## config.mk

```make
export PLATFORM = sky130hd
export DESIGN_NAME = epsilon_greedy_selector
export DESIGN_NICKNAME = d
export VERILOG_FILES = /design/src/rtl/epsilon_greedy_selector.sv
export SDC_FILE = /design/constraint.sdc
export NUM_CORES = 1
export LEC_CHECK = 0
export CELL_PAD_IN_SITES_DETAIL_PLACEMENT = 1
export CELL_PAD_IN_SITES_GLOBAL_PLACEMENT = 1
export CORE_MARGIN = 2
export CORE_UTILIZATION = 39
export CTS_CLUSTER_SIZE = 14
export DETAILED_ROUTE_END_ITERATION = 8
export PLACE_DENSITY_LB_ADDON = 0.1
export SETUP_SLACK_MARGIN = 0.15
export SLEW_MARGIN = 0
export SYNTH_ARGS = -nofsm -noshare
export SYNTH_HDL_FRONTEND = slang
export SYNTH_SLANG_ARGS = --single-unit
```

## constraint.sdc

```tcl
create_clock -name clk -period 6.1 [get_ports clk]
set_input_delay 1.83 -clock clk [delete_from_list [all_inputs] [get_ports clk]]
set_output_delay 1.83 -clock clk [all_outputs]
set_load 0.02 [all_outputs]
```

## src/rtl/epsilon_greedy_selector.sv

```systemverilog
// Epsilon-greedy action selector: explores with a Galois LFSR draw or
// exploits by scanning Q(state, 1..15) through a 1-cycle-latency read port
// and returning the signed arg-max (ties go to the lowest action).
module epsilon_greedy_selector #(
    parameter int          Q_W       = 16,
    parameter int          S_W       = 6,
    parameter logic [15:0] LFSR_SEED = 16'hACE1
) (
    input  logic           clk,
    input  logic           rst,
    input  logic           start,
    input  logic [S_W-1:0] state,
    input  logic [15:0]    epsilon,
    output logic           q_rd_en,
    output logic [S_W-1:0] q_rd_state,
    output logic [3:0]     q_rd_action,
    input  logic [Q_W-1:0] q_rd_data,
    output logic           busy,
    output logic           out_valid,
    input  logic           out_ready,
    output logic [3:0]     out_action,
    output logic [Q_W-1:0] out_q,
    output logic           out_explored
);

    typedef enum logic [1:0] {IDLE, SCAN, DRAIN, HOLD} fsm_e;

    fsm_e           fsm_q;
    logic [15:0]    lfsr_q;
    logic [15:0]    lfsr_d;
    logic           rd_en_q;
    logic [3:0]     rd_act_q;
    logic [S_W-1:0] st_q;
    // Read issued last cycle: its data is on q_rd_data this cycle.
    logic           pend_q;
    logic [3:0]     pend_act_q;
    logic [Q_W-1:0] max_q;
    logic [Q_W-1:0] max_d;
    logic [3:0]     max_act_q;
    logic [3:0]     max_act_d;
    logic           valid_q;
    logic [3:0]     act_q;
    logic [Q_W-1:0] oq_q;
    logic           expl_q;
    logic           take;
    logic [3:0]     explore_act;

    // Galois step, right shift, mask applied when the shifted-out bit is 1.
    assign lfsr_d = {1'b0, lfsr_q[15:1]} ^ (lfsr_q[0] ? 16'hB400 : 16'h0000);

    // Action 0 is reserved, so a zero top nibble maps to action 1.
    assign explore_act = (lfsr_q[15:12] == 4'd0) ? 4'd1 : lfsr_q[15:12];

    // Action 1 seeds the running max; later actions replace only on strictly greater.
    assign take      = pend_q && ((pend_act_q == 4'd1) ||
                                  ($signed(q_rd_data) > $signed(max_q)));
    assign max_d     = take ? q_rd_data  : max_q;
    assign max_act_d = take ? pend_act_q : max_act_q;

    assign q_rd_en      = rd_en_q;
    assign q_rd_action  = rd_act_q;
    assign q_rd_state   = st_q;
    assign busy         = (fsm_q != IDLE);
    assign out_valid    = valid_q;
    assign out_action   = act_q;
    assign out_q        = oq_q;
    assign out_explored = expl_q;

    // Control FSM, read sequencer, arg-max tracker and registered outputs.
    always_ff @(posedge clk) begin
        if (rst) begin
            fsm_q      <= IDLE;
            lfsr_q     <= LFSR_SEED;
            rd_en_q    <= 1'b0;
            rd_act_q   <= 4'd0;
            st_q       <= '0;
            pend_q     <= 1'b0;
            pend_act_q <= 4'd0;
            max_q      <= '0;
            max_act_q  <= 4'd0;
            valid_q    <= 1'b0;
            act_q      <= 4'd0;
            oq_q       <= '0;
            expl_q     <= 1'b0;
        end else begin
            pend_q     <= rd_en_q;
            pend_act_q <= rd_act_q;
            max_q      <= max_d;
            max_act_q  <= max_act_d;
            case (fsm_q)
                IDLE: begin
                    if (start) begin
                        st_q   <= state;
                        lfsr_q <= lfsr_d;
                        if (lfsr_q < epsilon) begin
                            act_q   <= explore_act;
                            oq_q    <= '0;
                            expl_q  <= 1'b1;
                            valid_q <= 1'b1;
                            fsm_q   <= HOLD;
                        end else begin
                            rd_en_q  <= 1'b1;
                            rd_act_q <= 4'd1;
                            fsm_q    <= SCAN;
                        end
                    end
                end
                SCAN: begin
                    if (rd_act_q == 4'd15) begin
                        rd_en_q  <= 1'b0;
                        rd_act_q <= 4'd0;
                        fsm_q    <= DRAIN;
                    end else begin
                        rd_act_q <= rd_act_q + 4'd1;
                    end
                end
                DRAIN: begin
                    // Action-15 data is on the bus now; fold it in directly.
                    act_q   <= max_act_d;
                    oq_q    <= max_d;
                    expl_q  <= 1'b0;
                    valid_q <= 1'b1;
                    fsm_q   <= HOLD;
                end
                HOLD: begin
                    if (out_ready) begin
                        valid_q <= 1'b0;
                        fsm_q   <= IDLE;
                    end
                end
                default: fsm_q <= IDLE;
            endcase
        end
    end

endmodule

```

==> impl_metrics.ini, run 1 <==
[cts]
insertion_delay_ns = 0.36
cts_buffer_depth = 2
clk_pin_slew_ns = 0.09
cts.sinks = 76
post_cts_buffers = 0
cts-root-buf = clkbuf_8
ctsResizeCount = 0
cts_hold_buffers = 0
htreeDepth = 3
cts_tree = built
cts_buffers = 9

[synthesis]
yosys_warnings = 0
yosys.cell_types.count = 45
syn_area_um2 = 3740
synth_top_area_cell = dfxtp_1
syn_inst = 428
synth_compound_area_share_pct = 17.4
synth-simple-area-share_pct = 16.0
synth_seq_cells = 76
synth_adder_area_share_pct = 12.4
async_flop_share_pct = 0
synth_xor_area_share_pct = 0.937
ys_seq_area_share_pct = 40.7
synthMuxAreaShare_pct = 5.92
syn_nets = 507
syn_area_per_cell_um2 = 8.74
synthFlopType = dfxtp_1
synth_top_family_by_area = compound AO/OA/AOI/OAI gates
synth.area.top_cells = dfxtp_1 (41%), ha_1 (12%), nand2_1 (7.0%)
synth_edf_count = 0
synth_top_area_share_pct = 40.7

[power]
ir_worst_vdd_mv = 0.155
p_int_uw = 982
seqPwrFrac_pct = 39.9
p_comb_share_pct = 34.2
p_sw_uw = 580
swShare_pct = 37.1
p_clk_share_pct = 25.9
powerDensity_nw_per_um2 = 327
p_leak_nw = 1.88

[setup_path]
critical_path.slowest_cell = a21oi_2
crit_fanout = 12
path_cells = clkdlybuf4s50_1, ha_1, nand4_1, nor3_1, o41ai_1, a21oi_2, buf_4, mux2i_1, nor2_1
critical_path_class = primary input to flip-flop
cp-end-kind = flip-flop
cp_data_arrival_time_ns = 4.48
critPathMaxStageDelay_ns = 0.55
cp_top_family = buffers and inverters
cp_num_buf_inv = 2
critPathLaunchType = primary input
cp.required_ns = 6.31

[drt]
antenna_left = 0
routed-via-count = 3177
via_per_inst = 5.03
drtIter0Drc = 52
drt-pass1-iter-count = 4
drc = 0
wl_per_cell_um = 15.2
routed_wl_um = 9580

[placed_design]
gp_routability_congestion = 0.749
dp_cells = 616
hpwl_um = 7010
portBuffers = 75
post-place-ws_ns = 1.42

[layout]
diodes = 0
layout_commonest_cell = dfxtp_1
final_cell_mix = dfxtp_1 (76), clkdlybuf4s50_1 (74), nand2_1 (70), inv_1 (41), ha_1 (37)
drive_above_1_share_pct = 9.54
area_growth_pct = 27.7
instances_no_fill = 632
fin_nets = 577

[job]
drv_cap = 0

[worst_hold_path]
worstHoldPathType = flip-flop to flip-flop

[timing]
finalCriticalPeriod_ns = 4.27
rsz0062_at_grt = no
layout_setup_ws_ns = 1.83
setup_viol = 0
fmax_mhz = 234
finalHoldViolCount = 0
drv_slew = 0
fin_skew_ns = 0.0135
timing.slew.headroom_pct = 37.6
fin_tns_setup_ns = 0
finalCritPeriodShare_pct = 70.0
max_slew.worst_pin.slew_ns = 0.936

[status]
status = completed

[grt]
grt_usage_pct = 19.7
overflow = 0
grt_max_degree = 47
grt_pass1_wl_um = 16000
antenna_found_initial = 0
grt_pass1_vias = 3402

[die]
core_um2 = 9280
io_pins = 76
fp.dieW_um = 102
row_count = 35
start_util_pct = 40.3
fp.dieArea_um2 = 10400
fp.dieH_um = 102
## stage by stage
stage,hold WS (ns),area [um^2],power [mW],util (%)
final,0.460,4770,1.56,51.4
after global routing,0.483,4770,1.67,51.4
after CTS,0.465,4770,1.59,51.4
after detailed placement,0.447,4570,1.17,49.2
after global placement,0.437,4570,1.15,49.2
after floorplan,0.449,3740,0.988,-
## final timing paths
| path | depth (start not counted) | to | slack, ns | start |
|---|---|---|---|---|
| worst max register to register | 9 | max_q[7]$_SDFF_PP0_ | 3.40 | max_q[15]$_SDFF_PP0_ |
| worst min-delay path | 2 | out_q[15]$_SDFFE_PP0P_ | 0.46 | out_q[15]$_SDFFE_PP0P_ |
| worst max-delay path | 9 | max_q[7]$_SDFF_PP0_ | 1.83 | q_rd_data[14] |
| worst min register to register | 2 | out_q[15]$_SDFFE_PP0P_ | 0.46 | out_q[15]$_SDFFE_PP0P_ |
## state kept, by name, summed over array words and instances (netlist names)
name and cells:
fsm_q 2, lfsr_q 16, max_act_q 4, max_q 16, out_action 4, out_explored 1, out_q 16, out_valid 1
pend_act_q 4, pend_q 1, q_rd_action 4, q_rd_en 1, q_rd_state 6
## layer usage
| layer | global-route usage (%) | vias to the layer above | share of wire (%) |
|---|---|---|---|
| met5 | 0 | - | 0 |
| met4 | 7.38 | 0 | 1.3 |
| met3 | 3.28 | 9 | 3.1 |
| met2 | 36.9 | 53 | 53 |
| met1 | 22.1 | 1510 | 43 |
| li1 | - | 1605 | - |
## power groups by stage
| stage | Sequential (mW) | Combinational [mW] | Clock (mW) |
|---|---|---|---|
| after floorplan | 0.645 | 0.343 | 0 |
| after global placement | 0.632 | 0.519 | 0 |
| after detailed placement | 0.636 | 0.536 | 0 |
| after CTS | 0.624 | 0.542 | 0.419 |
| after global routing | 0.633 | 0.602 | 0.436 |
| final | 0.623 | 0.534 | 0.405 |
## synth_stat cells (6+ instances only)
library cell and n:
a31oi_1 7, nor2_1 36, dfxtp_1 76, nand4_1 6, ha_1 37, a21oi_1 28
o21ai_0 7, mux2i_1 21, inv_1 41, nand3_1 9, clkbuf_1 10, o21ai_2 19
nand2_1 70
## area by class of cell
cell class / count / area [um^2]
Multi-Input combinational cell: 293 / 1970
Tap cell: 129 / 161
Clock inverter: 7 / 80.1
Inverter: 41 / 154
Clock buffer: 9 / 124
Fill cell: 1129 / 4510
Timing Repair Buffer: 77 / 761
Sequential cell: 76 / 1520
## worst register-to-register path, delay by kind of cell (launching register included)
family | cells | cell delay, ns
muxes | 1 | 0.33
DFF | 1 | 0.34
buffers and inverters | 2 | 0.41
adders and majority gates | 1 | 0.30
and+or+nand+nor | 3 | 0.52
AOI/OAI and AO/OA | 2 | 0.69
## kinds of logic after synthesis
| family | count (synthesis) |
|---|---|
| and+or+nand+nor | 139 |
| DFF | 76 |
| AOI/OAI and AO/OA | 91 |
| muxes | 22 |
| xor gates and xnor gates | 4 |
| buffers and inverters | 59 |
| adders and majority gates | 37 |
Power figures use the tool's default switching activity.
==> inputs of run 2 (changes only) <==
--- a/config.mk
+++ b/config.mk
@@ -8,7 +8,7 @@
 export CELL_PAD_IN_SITES_DETAIL_PLACEMENT = 1
 export CELL_PAD_IN_SITES_GLOBAL_PLACEMENT = 1
 export CORE_MARGIN = 2
-export CORE_UTILIZATION = 39
+export CORE_UTILIZATION = 35
 export CTS_CLUSTER_SIZE = 14
 export DETAILED_ROUTE_END_ITERATION = 8
 export PLACE_DENSITY_LB_ADDON = 0.1
==> constraint.sdc (replaced) <==
create_clock -name clk -period 3.6 [get_ports clk]
set_input_delay 1.08 -clock clk [delete_from_list [all_inputs] [get_ports clk]]
set_output_delay 1.08 -clock clk [all_outputs]
set_load 0.02 [all_outputs]
==> impl_metrics.ini, run 2 (synthesis gave the netlist of run 1 again) <==
[timing]
fin_skew_ns = 0.0212
timing.slew.headroom_pct = 43.2
layout_setup_ws_ns = 0.386
fmax_mhz = 311
drv_slew = 0
finalHoldViolCount = 0
max_slew.worst_pin.slew_ns = 0.846
rsz0062_at_grt = no
setup_viol = 0
finalCriticalPeriod_ns = 3.21
finalCritPeriodShare_pct = 89.3
fin_tns_setup_ns = 0

[placed_design]
portBuffers = 75
place_area_um2 = 4630
gp_routability_congestion = 0.735
post-place-ws_ns = -0.0836
dp_cells = 630
hpwl_um = 6880

[layout]
final_cell_mix = dfxtp_1 (76), clkdlybuf4s50_1 (74), nand2_1 (70), inv_1 (41), ha_1 (37)
instances_no_fill = 646
fin_area_um2 = 4810
fin_nets = 584
drive_above_1_share_pct = 10.8
area_growth_pct = 28.7
multiInputGateArea_um2 = 1970
layout.area.seq_um2 = 1520
layout_commonest_cell = dfxtp_1
fill_cells = 1241
diodes = 0

[cts]
insertion_delay_ns = 0.36
cts.sinks = 76
htreeDepth = 3
cts_buffers = 9
cts_hold_buffers = 0
clk_pin_slew_ns = 0.09
cts_tree = built
cts-root-buf = clkbuf_8
cts_buffer_depth = 2
ctsResizeCount = 0
post_cts_buffers = 0

[drt]
drc = 0
drt-pass1-iter-count = 4
routed_wl_um = 9110
via_per_inst = 4.92
wl_per_cell_um = 14.1
drtIter0Drc = 81
antenna_left = 0
routed-via-count = 3179

[setup_path]
critical_path_class = primary input to flip-flop
crit_fanout = 16
critPathLaunchType = primary input
cp_data_arrival_time_ns = 3.50
cp.required_ns = 3.89
cp-end-kind = flip-flop

[die]
row_count = 37
fp.dieH_um = 107
fp.dieW_um = 107
fp.dieArea_um2 = 11500
start_util_pct = 36.1
io_pins = 76
core_um2 = 10400

[grt]
overflow = 0
grt_pass1_wl_um = 15600
grt_pass1_vias = 3329
antenna_found_initial = 0
grt_usage_pct = 17.1
grt_max_degree = 46

[job]
drv_cap = 0

[power]
p_leak_nw = 1.90
powerDensity_nw_per_um2 = 535
ir_worst_vdd_mv = 0.293

[status]
status = completed

[worst_hold_path]
worstHoldPathType = flip-flop to flip-flop
run 2: worst paths after layout:
check	to	slack, ns	startpoint	depth (start not counted)
max	out_q[11]$_SDFFE_PP0P_	0.39	epsilon[15]	8
min	q_rd_state[4]$_SDFFE_PP0P_	0.46	q_rd_state[4]$_SDFFE_PP0P_	2
max reg2reg	out_action[1]$_SDFFE_PP0P_	1.21	lfsr_q[13]$_SDFFE_PP1P_	8
min reg2reg	q_rd_state[4]$_SDFFE_PP0P_	0.46	q_rd_state[4]$_SDFFE_PP0P_	2
run 2: stage by stage:
| step | hold slack, ns | total power [mW] | utilization (%) |
|---|---|---|---|
| final | 0.456 | 2.58 | 46.4 |
| after global routing | 0.475 | 2.77 | 46.4 |
| after CTS | 0.461 | 2.62 | 46.4 |
| after detailed placement | 0.449 | 2.00 | 44.7 |
| after global placement | 0.437 | 1.97 | 44.7 |
| after floorplan | 0.449 | 1.67 | - |
run 2: layout make-up:
type,count,area share (%)
clock buffer,9,2.57
timing repair buffer,84,16.9
clock inverter,7,1.22
tap,136,3.53
multi-input combinational,293,41.0
inverter,41,3.20
sequential,76,31.6
run 2: metal layers:
layer	routed length, um	global-route usage [%]	up-vias
met1	3940	19.9	1508
met4	82	4.12	0
met2	4710	31.0	53
met3	373	4.60	9
li1	-	-	1609
met5	0	0	-
run 2: critical path, stage by stage:
cell and delay [ns]:
clkdlybuf4s50_1 0.45, inv_1 0.05, ha_1 0.32, nand4_1 0.12, o41a_4 0.56, a21boi_2 0.67, nand2_1 0.16, o21ai_2 0.09
run 2: power by group:
part	switching (mW)	internal [mW]	total (mW)	leakage, nW
Sequential	0.0976	0.954	1.05	0.618
Combinational	0.517	0.394	0.912	1.19
Clock	0.354	0.261	0.615	0.0921
==> inputs of run 3 (changes only) <==
--- a/config.mk
+++ b/config.mk
@@ -5,6 +5,7 @@
 export SDC_FILE = /design/constraint.sdc
 export NUM_CORES = 1
 export LEC_CHECK = 0
+export CAP_MARGIN = 20
 export CELL_PAD_IN_SITES_DETAIL_PLACEMENT = 1
 export CELL_PAD_IN_SITES_GLOBAL_PLACEMENT = 1
 export CORE_MARGIN = 2
==> results of run 3 <==
Same layout as run 2: the final DEF is identical, and so are final timing and power.
